===== config.mk =====
export PLATFORM = sky130hd
export DESIGN_NAME = cache_result_logger
export DESIGN_NICKNAME = d
export VERILOG_FILES = /design/src/rtl/cache_result_logger.sv
export SDC_FILE = /design/constraint.sdc
export NUM_CORES = 1
export LEC_CHECK = 0
export CAP_MARGIN = 20
export CORE_UTILIZATION = 54
export CTS_CLUSTER_SIZE = 14
export DETAILED_ROUTE_END_ITERATION = 8
export PLACE_DENSITY = 0.73
export SKIP_LAST_GASP = 1
export SLEW_MARGIN = 20
export SYNTH_ARGS = -nofsm -noshare
export SYNTH_HDL_FRONTEND = slang
export SYNTH_SLANG_ARGS = --single-unit

===== constraint.sdc =====
create_clock -name clk -period 5.1 [get_ports clk]
set_input_delay 0.765 -clock clk [delete_from_list [all_inputs] [get_ports clk]]
set_output_delay 0.765 -clock clk [all_outputs]
set_load 0.05 [all_outputs]

===== src/rtl/cache_result_logger.sv =====
// Captures dcache/icache read results into a FIFO and drains them one line at a time to the
// hex UART. Optional overflow report line enabled by CACHE_LOGGER_DROPREPORT_EN.
module cache_result_logger #(
    parameter int unsigned DATABITS  = 32,
    parameter int unsigned DEPTHBITS = 4,
    parameter logic [7:0]  DPREFIX   = 8'h44,
    parameter logic [7:0]  IPREFIX   = 8'h49
) (
    input  logic                 clk,
    input  logic                 reset_n,
    input  logic [DATABITS-1:0]  dcache_out,
    input  logic                 dcache_out_valid,
    input  logic [DATABITS-1:0]  icache_out,
    input  logic                 icache_out_valid,
    output logic [7:0]           uart_prefix,
    output logic [31:0]          uart_value,
    output logic                 uart_start,
    input  logic                 uart_ready,
    output logic [DEPTHBITS:0]   fifo_level,
    output logic [15:0]          drop_count,
    output logic                 busy
);

    localparam int unsigned DEPTH = 1 << DEPTHBITS;
    localparam logic [DEPTHBITS:0] FULL_DIFF = {1'b1, {DEPTHBITS{1'b0}}};

    localparam logic [1:0] IDLE  = 2'd0;
    localparam logic [1:0] SEND  = 2'd1;
    localparam logic [1:0] DRAIN = 2'd2;

    logic              d_valid_q, i_valid_q;
    logic              d_evt, i_evt;
    logic [31:0]       d_ext, i_ext;

    logic              hold_valid_q, hold_valid_d;
    logic [31:0]       hold_value_q, hold_value_d;

    logic [39:0]       mem [DEPTH];
    logic [DEPTHBITS:0] wr_ptr_q, rd_ptr_q;
    logic              fifo_empty, fifo_full;
    logic              push, pop, write_ok, drop, report;
    logic [39:0]       push_entry, head;

    logic [1:0]        state_q, state_d;
    logic              start_q, start_d;
    logic [7:0]        prefix_q, prefix_d;
    logic [31:0]       value_q, value_d;
    logic [15:0]       drop_q, drop_d;

    assign d_evt = dcache_out_valid & ~d_valid_q;
    assign i_evt = icache_out_valid & ~i_valid_q;
    assign d_ext = 32'(dcache_out);
    assign i_ext = 32'(icache_out);

    assign fifo_empty = (wr_ptr_q == rd_ptr_q);
    assign fifo_full  = ((wr_ptr_q ^ rd_ptr_q) == FULL_DIFF);
    assign head       = mem[rd_ptr_q[DEPTHBITS-1:0]];

    // dcache always wins the write port; a held icache result beats a new icache event.
    always_comb begin
        push         = 1'b0;
        push_entry   = '0;
        hold_valid_d = hold_valid_q;
        hold_value_d = hold_value_q;
        if (d_evt) begin
            push       = 1'b1;
            push_entry = {DPREFIX, d_ext};
            if (i_evt && !hold_valid_q) begin
                hold_valid_d = 1'b1;
                hold_value_d = i_ext;
            end
        end else if (hold_valid_q) begin
            push         = 1'b1;
            push_entry   = {IPREFIX, hold_value_q};
            hold_valid_d = 1'b0;
        end else if (i_evt) begin
            push       = 1'b1;
            push_entry = {IPREFIX, i_ext};
        end
    end

    assign pop      = (state_q == IDLE) && uart_ready && !fifo_empty;
    assign write_ok = push && (!fifo_full || pop);
    assign drop     = push && fifo_full && !pop;

`ifdef CACHE_LOGGER_DROPREPORT_EN
    assign report = (state_q == IDLE) && uart_ready && fifo_empty && !hold_valid_q &&
                    (drop_q != 16'd0);
`else
    assign report = 1'b0;
`endif

    always_comb begin
        drop_d = drop_q;
        if (drop && drop_q != 16'hFFFF) begin
            drop_d = drop_q + 16'd1;
        end
        if (report) begin
            drop_d = {15'd0, drop};
        end
    end

    always_comb begin
        state_d  = state_q;
        start_d  = start_q;
        prefix_d = prefix_q;
        value_d  = value_q;
        case (state_q)
            IDLE: begin
                if (pop) begin
                    prefix_d = head[39:32];
                    value_d  = head[31:0];
                    start_d  = 1'b1;
                    state_d  = SEND;
                end else if (report) begin
                    prefix_d = 8'h58;
                    value_d  = {16'h0, drop_q};
                    start_d  = 1'b1;
                    state_d  = SEND;
                end
            end
            SEND: begin
                if (!uart_ready) begin
                    start_d = 1'b0;
                    state_d = DRAIN;
                end
            end
            DRAIN: begin
                if (uart_ready) begin
                    state_d = IDLE;
                end
            end
            default: begin
                start_d = 1'b0;
                state_d = IDLE;
            end
        endcase
    end

    always_ff @(posedge clk or negedge reset_n) begin
        if (!reset_n) begin
            d_valid_q    <= 1'b0;
            i_valid_q    <= 1'b0;
            hold_valid_q <= 1'b0;
            hold_value_q <= '0;
            wr_ptr_q     <= '0;
            rd_ptr_q     <= '0;
            state_q      <= IDLE;
            start_q      <= 1'b0;
            prefix_q     <= '0;
            value_q      <= '0;
            drop_q       <= '0;
        end else begin
            d_valid_q    <= dcache_out_valid;
            i_valid_q    <= icache_out_valid;
            hold_valid_q <= hold_valid_d;
            hold_value_q <= hold_value_d;
            if (write_ok) begin
                wr_ptr_q <= wr_ptr_q + 1'b1;
            end
            if (pop) begin
                rd_ptr_q <= rd_ptr_q + 1'b1;
            end
            state_q      <= state_d;
            start_q      <= start_d;
            prefix_q     <= prefix_d;
            value_q      <= value_d;
            drop_q       <= drop_d;
        end
    end

    // Storage needs no reset: entries are only read once the pointers say they are valid.
    always_ff @(posedge clk) begin
        if (write_ok) begin
            mem[wr_ptr_q[DEPTHBITS-1:0]] <= push_entry;
        end
    end

    assign uart_prefix = prefix_q;
    assign uart_value  = value_q;
    assign uart_start  = start_q;
    assign fifo_level  = wr_ptr_q - rd_ptr_q;
    assign drop_count  = drop_q;
    assign busy        = (fifo_level != '0) || (state_q != IDLE) || hold_valid_q;

endmodule

==> reports/metrics.cfg <==
[timing]
clock.fmax_ghz = 0.230
clock_skew_ns = 0.0248
setup_tns_ns = 0
setup-violations-final = 0
relSlewSlack_pct = 26.9
fin_crit_sh_pct = 85.3
fin_crit_ns = 4.35
drv_slew = 0
tightest_slew_ns = 1.09
hold_viol = 0
rsz0062_at_grt = false
fin_ws_ns = 0.752
hold_ws_ns = 0.240

[route]
drc = 0
drt-vias-per-instance = 6.16
via_count = 14400
first_iter_violations = 1461
totalWireLength_mm = 60.2
wl_per_cell_um = 25.8
firstDrtPassIters = 7
detail-route-antenna-nets = 0

[grt]
grt_usage_pct = 25.0
grt_overflow = 0
grt_util_met3_pct = 3.66
grt_pass1_vias = 14500
met1_usage_pct = 33.4
antenna_found_initial = 0
met2_usage_pct = 42.2
top_usage_layer = met2
grt_max_degree = 74
grt_pass1_wl_mm = 89.0

[clock_network]
cts_hold_buf = 0
postCtsSetupRepairBufs = 0
cts_root_buf = clkbuf_16
cts_tree = done
cts_resized = 0
ctsLongestPathBuffers = 3
cts_buffers = 66
cts.sinks = 659
clk_latency_ns = 0.59
cts_max_level = 3
clk_pin_slew_worst_paths_ns = 0.06

[synth]
synth_area_um2 = 26000
synthCells = 1516
synth_compound_area_share_pct = 4.56
yosys.area.top_type_share_pct = 64.7
synth_edf_count = 560
synth.mux.area_fraction_pct = 13.0
synth_top_family_by_area = multiplexers
synthArstFlopShare_pct = 15.0
yosysWarnings = 0
synth_xor_area_share_pct = 0.872
yosysTopAreaCell = edfxtp_1
ys_ff_latch = 659
ys_seq_area_share_pct = 74.2
synth.area.top_cells = edfxtp_1 (65%), dfrtp_1 (9.5%), mux4_2 (6.1%), mux2i_1 (5.4%), o22ai_1 (1.7%)
syn_avg_cell_area_um2 = 17.1
yosysMostFrequentCell = edfxtp_1
ys_types = 43
synth_simple_gate_area_share_pct = 4.81
yosys_most_used_dff = edfxtp_1
synthTopCellsByCount = edfxtp_1 (560), mux2i_1 (140), nor2_1 (115), dfrtp_1 (99), nand2_1 (84)
synthAdderAreaFrac_pct = 0.559

[worst_setup_path]
cp_data_arrival_time_ns = 3.58
r2r_start = rd_ptr_q[0]$_DFFE_PN0P_
reg2reg_depth = 7
critPathRequiredTime_ns = 4.34
path_class = flop to output pin
start_kind = flop
end_kind = output pin
cp_max_fo = 30
ff2ff_setup_slack_ns = 1.33
reg2reg_to = uart_value[18]$_DFFE_PN0P_

[floorplanning]
die_w_um = 221
core-area_um2 = 47600
start_util_pct = 54.5
io_pins = 132
die_y_um = 221
fp-row-count = 80
dieArea_um2 = 49000

[final_layout]
fin_cells = 2331
final_area_um2 = 30200
area_growth_pct = 16.2
diodes = 0
fin_nets = 1746
drive_gt1_share_pct = 16.1

[flow_run]
maxCapViolations = 0

[placement]
port_buffers = 127
gp_congestion = 0.780
place_ws_ns = 1.22
placed_cells = 2213
place_area_um2 = 28100
dp_hpwl_mm = 33.5

[pwr]
peakVddDrop_mv = 0.313
p_per_area_nw_per_um2 = 563
p_leak_nw = 10.5

[outcome]
status = complete, no violations

[min_path]
hp-class = primary input to asynchronous set/reset pin

==> placed cells by master (no fill, tap or decap), types with 69 or more instances in the layout <==
cell type	instances
a21oi_1	72
clkbuf_16	69
clkdlybuf4s50_1	126
dfrtp_1	94
edfxtp_1	560
mux2i_1	140
mux4_2	70
nand2_1	83
nor2_1	104
o22ai_1	70
==> layer usage <==
metal | wire, µm | vias to the layer above
met1 | 23800 | 7383
met3 | 4400 | 123
met5 | 0 | -
met4 | 1730 | 0
met2 | 30300 | 643
li1 | - | 6218
==> cell type report <==
class | instances | area [µm²]
inverters | 14 | 52.6
repair buffers | 170 | 1670
flip-flops and latches | 659 | 19300
well taps | 615 | 769
clock inverters | 22 | 165
multi-input cells | 755 | 6340
clock buffers | 96 | 1890
fillers | 3337 | 17500
==> worst max-delay path by stage <==
stage / cells after the start / slack, ns / start / end
2_1_floorplan: 8 / 0.22 / rd_ptr_q[1]$_DFFE_PN0P_ / mem[3][0]$_DFFE_PP_
3_3_place_gp: 6 / 1.32 / icache_out_valid / mem[2][0]$_DFFE_PP_
3_5_place_dp: 6 / 1.22 / icache_out_valid / mem[7][0]$_DFFE_PP_
4_1_cts: 8 / 0.71 / rd_ptr_q[0]$_DFFE_PN0P_ / busy
5_1_grt: 8 / 0.63 / rd_ptr_q[0]$_DFFE_PN0P_ / busy
6_report: 8 / 0.75 / rd_ptr_q[0]$_DFFE_PN0P_ / busy
==> cells by family (layout without fill, tap and decap cells) <==
family,after synthesis,count (layout)
buffers and inverters,105,302
AO/OA/AOI/OAI,183,183
adder cells (fa/ha/maj),11,11
flip-flops,659,659
multiplexers,246,246
other,1,4
AND/OR/NAND/NOR,286,286
XOR/XNOR,25,25
==> critical path: stages, from the launching register on <==
cell and delay [ns]:
dfrtp_4 0.70, ha_1 0.32, fa_1 0.41, inv_1 0.07
a21o_1 0.10, a21oi_1 0.07, xor2_1 0.16, or4_1 0.48
clkdlybuf4s50_1 0.71
==> state kept, by name, summed over array words and instances (netlist names) <==
signal,count
uart_value,32
mem,560
uart_start,1
rd_ptr_q,5
state_q,2
hold_value_q,32
hold_valid_q,1
uart_prefix,3
d_valid_q,1
i_valid_q,1
drop_count,16
wr_ptr_q,5
==> power by group <==
group	switching, mW	internal (mW)	total, mW
Clock	1.94	2.67	4.61
Sequential	0.432	6.63	7.06
Combinational	3.31	2.01	5.33
==> stage by stage <==
| stage | utilization, % | total power, mW |
|---|---|---|
| after floorplan | - | 10.8 |
| after global placement | 59.1 | 12.4 |
| after detailed placement | 59.1 | 12.5 |
| after CTS | 63.4 | 17.1 |
| after global routing | 63.4 | 17.6 |
| final | 63.4 | 17.0 |
Note: power is estimated with default switching activity, not from simulation.
